[src/rtl/ob_cntrl_mk_apply.sv]
// ob_cntrl_mk_apply: queries the trade decision block, applies the decision to the book queues and emits the executed trade.
package ob_pkg;
  typedef logic [15:0] quantity_t;
  typedef struct packed {
    logic mk_ask_lm_bid;
    logic lm_ask_mk_bid;
    logic mk_ask_mk_bid;
    logic ask_consumed;
    logic bid_consumed;
    quantity_t quantity;
    quantity_t remainder;
  } search_result_t;
endpackage

module ob_cntrl_mk_apply
  import ob_pkg::*;
#(
  parameter int SETTLE_CYCLES = 2
) (
  input  logic           clk,
  input  logic           rst_n,
  input  logic           en,
  output logic           trade_qry,
  input  logic           trade_vld_r,
  input  search_result_t trade_r,
  output logic           mk_bid_pop,
  output logic           mk_ask_pop,
  output logic           lm_bid_pop,
  output logic           lm_ask_pop,
  output logic           mk_bid_upd,
  output logic           mk_ask_upd,
  output logic           lm_bid_upd,
  output logic           lm_ask_upd,
  output quantity_t      upd_quantity,
  output logic           rsp_vld,
  input  logic           rsp_rdy,
  output search_result_t rsp_r,
  output logic           busy,
  output logic [15:0]    trade_cnt_r,
  output logic           err_r
);
  typedef enum logic [2:0] {IDLE, QRY, WAIT, APPLY, EMIT, SETTLE} state_t;
  localparam logic [3:0] SETTLE_INIT = 4'(SETTLE_CYCLES - 1);
  state_t         state;
  logic [3:0]     cnt;
  search_result_t hold;
  logic           in_bad, hold_bad, ask_mk, ask_lm, bid_mk, bid_lm;
  function automatic logic malformed(input search_result_t r);
    logic [2:0] t;
    t = {r.mk_ask_lm_bid, r.lm_ask_mk_bid, r.mk_ask_mk_bid};
    return (t == 3'b0) || ((t & (t - 3'd1)) != 3'b0) || !(r.ask_consumed || r.bid_consumed);
  endfunction
  always_comb begin
    in_bad   = malformed(trade_r);
    hold_bad = malformed(hold);
    ask_mk   = trade_r.mk_ask_lm_bid | trade_r.mk_ask_mk_bid;
    ask_lm   = trade_r.lm_ask_mk_bid;
    bid_lm   = trade_r.mk_ask_lm_bid;
    bid_mk   = trade_r.lm_ask_mk_bid | trade_r.mk_ask_mk_bid;
  end
  always_ff @(posedge clk or negedge rst_n) begin
    if (!rst_n) begin
      state        <= IDLE;
      cnt          <= '0;
      hold         <= '0;
      trade_qry    <= 1'b0;
      mk_bid_pop   <= 1'b0;
      mk_ask_pop   <= 1'b0;
      lm_bid_pop   <= 1'b0;
      lm_ask_pop   <= 1'b0;
      mk_bid_upd   <= 1'b0;
      mk_ask_upd   <= 1'b0;
      lm_bid_upd   <= 1'b0;
      lm_ask_upd   <= 1'b0;
      upd_quantity <= '0;
      rsp_vld      <= 1'b0;
      rsp_r        <= '0;
      busy         <= 1'b0;
      trade_cnt_r  <= '0;
      err_r        <= 1'b0;
    end else begin
      trade_qry    <= 1'b0;
      mk_bid_pop   <= 1'b0;
      mk_ask_pop   <= 1'b0;
      lm_bid_pop   <= 1'b0;
      lm_ask_pop   <= 1'b0;
      mk_bid_upd   <= 1'b0;
      mk_ask_upd   <= 1'b0;
      lm_bid_upd   <= 1'b0;
      lm_ask_upd   <= 1'b0;
      upd_quantity <= '0;
      case (state)
        IDLE: if (en) begin
          state     <= QRY;
          trade_qry <= 1'b1;
          busy      <= 1'b1;
        end
        QRY: state <= WAIT;
        WAIT: if (trade_vld_r) begin
          // strobes are decided here so they are registered exactly for the APPLY cycle
          hold  <= trade_r;
          state <= APPLY;
          if (!in_bad) begin
            mk_ask_pop   <= ask_mk & trade_r.ask_consumed;
            lm_ask_pop   <= ask_lm & trade_r.ask_consumed;
            mk_ask_upd   <= ask_mk & !trade_r.ask_consumed;
            lm_ask_upd   <= ask_lm & !trade_r.ask_consumed;
            mk_bid_pop   <= bid_mk & trade_r.bid_consumed;
            lm_bid_pop   <= bid_lm & trade_r.bid_consumed;
            mk_bid_upd   <= bid_mk & !trade_r.bid_consumed;
            lm_bid_upd   <= bid_lm & !trade_r.bid_consumed;
            upd_quantity <= (trade_r.ask_consumed & trade_r.bid_consumed) ? '0 : trade_r.remainder;
          end
        end else begin
          state <= IDLE;
          busy  <= 1'b0;
        end
        APPLY: if (hold_bad) begin
          err_r <= 1'b1;
          cnt   <= SETTLE_INIT;
          state <= SETTLE;
        end else begin
          rsp_vld <= 1'b1;
          rsp_r   <= hold;
          state   <= EMIT;
        end
        EMIT: if (rsp_rdy) begin
          rsp_vld     <= 1'b0;
          trade_cnt_r <= trade_cnt_r + 16'd1;
          cnt         <= SETTLE_INIT;
          state       <= SETTLE;
        end
        SETTLE: if (cnt == 4'd0) begin
          state <= IDLE;
          busy  <= 1'b0;
        end else cnt <= cnt - 4'd1;
        default: state <= IDLE;
      endcase
    end
  end
endmodule

[config.mk]
export PLATFORM = sky130hd
export DESIGN_NAME = ob_cntrl_mk_apply
export DESIGN_NICKNAME = d
export VERILOG_FILES = /design/src/rtl/ob_cntrl_mk_apply.sv
export SDC_FILE = /design/constraint.sdc
export NUM_CORES = 1
export LEC_CHECK = 0
export CAP_MARGIN = 0
export CORE_ASPECT_RATIO = 0.8
export CORE_MARGIN = 5
export CORE_UTILIZATION = 39
export DETAILED_ROUTE_END_ITERATION = 7
export MAX_ROUTING_LAYER = met4
export PLACE_DENSITY = 0.68
export SLEW_MARGIN = 25
export SYNTH_ARGS = -nofsm -noshare
export SYNTH_HDL_FRONTEND = slang
export SYNTH_SLANG_ARGS = --single-unit
[constraint.sdc]
create_clock -name clk -period 2.22 [get_ports clk]
set_input_delay 0.222 -clock clk [delete_from_list [all_inputs] [get_ports clk]]
set_output_delay 0.222 -clock clk [all_outputs]
set_load 0.005 [all_outputs]
==> Implementation_results.wiki <==
{| class="wikitable"
! Metric !! Value
|-
| Worst slew slack as a fraction of its limit || 0.575
|-
| Sequential share of the synthesized area || 0.615
|-
| Global-route wire length before repair || approximately 19 mm
|-
| Post-synth EDFFs || 0
|-
| Final TNS setup || 0 ns
|-
| Internal Pwr Total || about 6 mW
|-
| Run status || finished clean
|-
| Peak clock frequency supported by timing || about 0.55 GHz
|-
| H-tree depth || 4
|-
| Most used flip-flop cell after synthesis || sky130_fd_sc_hd__dfrtp_1
|-
| Area delta synth->final || 39.3%
|-
| Antenna-violating nets left || 0
|-
| Die outline area || ~15000 µm²
|-
| Per-cell via count in the routed design || 4.65
|-
| Yosys warning total || 0
|-
| Number of buffers inserted to repair setup after CTS || 0
|-
| Worst setup slack after layout || slightly below 0.4 ns
|-
| Minimum setup slack among reg-to-reg paths || around 0.4 ns
|-
| Total via count after detailed routing || 3452
|-
| Row count || 37
|-
| Antenna violations before repair || 0
|-
| Cells after synthesis || 422
|-
| Highest-delay cell along the critical path || sky130_fd_sc_hd__dfrtp_1
|-
| Minimum setup slack after placement || about 0.38 ns
|-
| Worst Path Required || ~2.5 ns
|-
| DRC violation count after routing || 0
|-
| Final routed wirelength across all metal layers || 11.3 mm
|-
| Part of the power in combinational logic || 0.279
|-
| Combined buffer and inverter count along the critical path || 1
|-
| Critical Path Start Type || register
|-
| Worst setup path class || register to register
|-
| Initial core utilization || 0.397
|-
| Max-slew violations || 0
|-
| Wirelength per Cell || roughly 15 µm
|-
| Fill cell instance count of the final layout || approximately 1100
|-
| Clock share of power || 0.310
|-
| Via count of the first global-routing pass || 3695
|-
| Highest cell delay on the worst timing path || 0.55 ns
|-
| Path class of the lowest-slack min-delay path || input port to register
|-
| Maximum fanout along the worst path || 16
|-
| Data arrival time of the critical path || ~2.1 ns
|-
| Root Buffer Master || sky130_fd_sc_hd__clkbuf_16
|-
| Pin count of the biggest net entering global routing || 51
|-
| Sw Ratio || 0.276
|-
| RSZ-0062 raised after global routing || false
|-
| Avg Synthesized Cell Area || around 12 µm²
|-
| MaxCap Viol Count || 0
|-
| Total overflow reported by the global router || 0
|-
| Area inside the core boundary || 12800 µm²
|-
| Overall power of the completed layout || 8.51 mW
|-
| Total power per unit cell area || 1200 nW/µm²
|-
| Time the final worst path needs with I/O delays and setup || 1.82 ns
|-
| Max Buffers Root-to-Sink || 2
|-
| Clock buffer count from CTS || 17
|-
| Cell type group with the largest total delay on the critical path || flip-flops
|-
| Post_cts resized || 0
|-
| Number of iterations in the first detailed-routing pass || 4
|-
| Worst IR drop on VDD || 0.791 mV
|-
| Number of cells on the worst reg-to-reg path || 4
|-
| Part of the power in registers || 0.411
|-
| Final hold viol count || 0
|-
| Horiz. Die Dim || between 100 and 150 µm
|-
| Hold path depth || 3
|-
| Total I/O pin count || 123
|-
| Count of state elements after synthesis || 125
|-
| Actual slew at the worst max-slew pin || 0.637 ns
|-
| Final worst path period share || 0.821
|-
| Final net count || 601
|-
| FFs w/ async S/R, synth || 1.00
|-
| Layout cells sized above 1 || 0.160
|-
| Clock-pin slew reported for the worst setup and hold paths after clock tree synthesis || approximately 0.050 ns
|-
| Clock insertion delay at the later pin of the skew report || around 0.40 ns
|-
| CTS tree || yes
|-
| Clk sinks || 125
|-
| Number of nets produced by synthesis || 466
|-
| Switch Pwr || roughly 2.3 mW
|-
| Count of different cell masters after synthesis || 46
|-
| Post-synthesis instance area || 5090 µm²
|-
| Critical Path Sink Type || register
|-
| Final weighted congestion of routability-driven global placement || 0.744
|-
| Aggregate global-route resource usage || 0.159
|-
| Diodes inserted || 0
|-
| Setup Skew || just under 0.007 ns
|-
| Pleak || ~3.4 nW
|-
| IO buf count || approximately 120
|-
| Critical-path cell list || and3b_1 > o2111ai_4 > buf_4 > mux2_4
|-
| Final setup fails || 0
|-
| Die Span Y || 112 µm
|-
| Worst path depth || 4
|-
| Number of DRC markers after the initial detailed-route iteration || 165
|-
| HPWL reported at the end of detailed placement || 7.91 mm
|}
## synthesized netlist by cell type, types with 5 or more instances
master                    count  area (µm²)
sky130_fd_sc_hd__buf_2        7        35.0
sky130_fd_sc_hd__buf_6        5        56.3
sky130_fd_sc_hd__dfrtp_1    125        3130
sky130_fd_sc_hd__inv_1        5        18.8
sky130_fd_sc_hd__mux2_4      37         556
sky130_fd_sc_hd__nand2_1    126         473
sky130_fd_sc_hd__nand3_1      7        35.0
sky130_fd_sc_hd__nor2_1      25        93.8
sky130_fd_sc_hd__nor3_1       7        35.0
sky130_fd_sc_hd__xnor2_1     13         114
sky130_fd_sc_hd__xor2_1       7        61.3
## logic make-up (layout without fill, tap and decap cells)
kind of cell	count (synthesis)	in the layout	share of synthesized area
flops	125	125	0.615
compound gates	19	19	0.0293
simple gates	193	193	0.174
xor+xnor	20	20	0.0344
fa+ha+maj	2	2	0.00492
buf+inv	24	170	0.0290
mux	39	39	0.113
## layer usage
metal  global-route usage  vias to the layer above  share of wire
li1                     -                     1667              -
met1                0.199                     1686           0.45
met2                0.241                       86           0.48
met3               0.0560                       13          0.064
met4               0.0552                        0          0.011
met5                    -                        -              0
## final timing paths
path,start,endpoint
worst min register to register,err_r$_DFFE_PN0P_,err_r$_DFFE_PN0P_
max in group asynchronous,rst_n,upd_quantity[6]$_DFF_PN0_
worst max register to register,state[0]$_DFFE_PN0P_,rsp_r[32]$_DFFE_PN0P_
min in group asynchronous,rst_n,hold[4]$_DFFE_PN0P_
worst min-delay path,trade_r[29],hold[29]$_DFFE_PN0P_
worst max-delay path,state[0]$_DFFE_PN0P_,rsp_r[32]$_DFFE_PN0P_
## area by class of cell
cell class | instances | area, µm² | area share
multi-input cells | 273 | 1820 | 0.257
well taps | 175 | 219 | 0.0309
clock inverters | 7 | 88.8 | 0.0125
clock buffers | 23 | 478 | 0.0675
inverters | 5 | 18.8 | 0.00265
repair buffers | 135 | 1330 | 0.188
flip-flops and latches | 125 | 3130 | 0.441
## cell usage in the layout, fill, tap and decap left out, types with 7 or more instances in the layout
master | Yosys | final
sky130_fd_sc_hd__mux2_4 | 37 | 37
sky130_fd_sc_hd__nor3_1 | 7 | 7
sky130_fd_sc_hd__xnor2_1 | 13 | 13
sky130_fd_sc_hd__nor2_1 | 25 | 25
sky130_fd_sc_hd__buf_4 | 3 | 12
sky130_fd_sc_hd__nand3_1 | 7 | 7
sky130_fd_sc_hd__dfrtp_1 | 125 | 125
sky130_fd_sc_hd__clkdlybuf4s50_1 | 0 | 121
sky130_fd_sc_hd__xor2_1 | 7 | 7
sky130_fd_sc_hd__clkbuf_16 | 0 | 17
sky130_fd_sc_hd__nand2_1 | 126 | 126
## what timing repair did
action                                 CTS  global route
setup endpoints to repair                0             0
hold buffers                             1             0
endpoints found under the hold margin   46             0
## worst register-to-register path: stages (launching register included)
cell and delay, ns:
sky130_fd_sc_hd__dfrtp_1 0.55, sky130_fd_sc_hd__and3b_1 0.34, sky130_fd_sc_hd__o2111ai_4 0.19, sky130_fd_sc_hd__buf_4 0.29, sky130_fd_sc_hd__mux2_4 0.34
## power groups by stage
| stage | logic [mW] | registers [mW] | clock network (mW) |
|---|---|---|---|
| detailed placement | 2.41 | 3.52 | 0 |
| global placement | 2.34 | 3.49 | 0 |
| floorplan | 1.33 | 3.40 | 0 |
| CTS | 2.42 | 3.51 | 2.70 |
| global route | 2.62 | 3.61 | 2.80 |
| finish | 2.38 | 3.50 | 2.64 |
## state kept, by name, indices dropped and copies added, names as in the netlist
signal,cells
trade_qry,1
lm_bid_upd,1
hold,37
rsp_vld,1
mk_bid_upd,1
lm_ask_upd,1
upd_quantity,16
err_r,1
mk_ask_pop,1
mk_ask_upd,1
lm_ask_pop,1
busy,1
state,3
rsp_r,37
mk_bid_pop,1
trade_cnt_r,16
lm_bid_pop,1
cnt,4
## metrics by stage
step	instances	hold slack (ns)	utilization	area, µm²
2_1_floorplan	422	-0.0736	-	5090
3_3_place_gp	712	0.289	0.508	6510
3_5_place_dp	712	0.288	0.508	6510
4_1_cts	743	0.328	0.553	7090
5_1_grt	743	0.328	0.553	7090
6_report	743	0.349	0.553	7090
No activity file was read; power rests on OpenSTA's default activity.
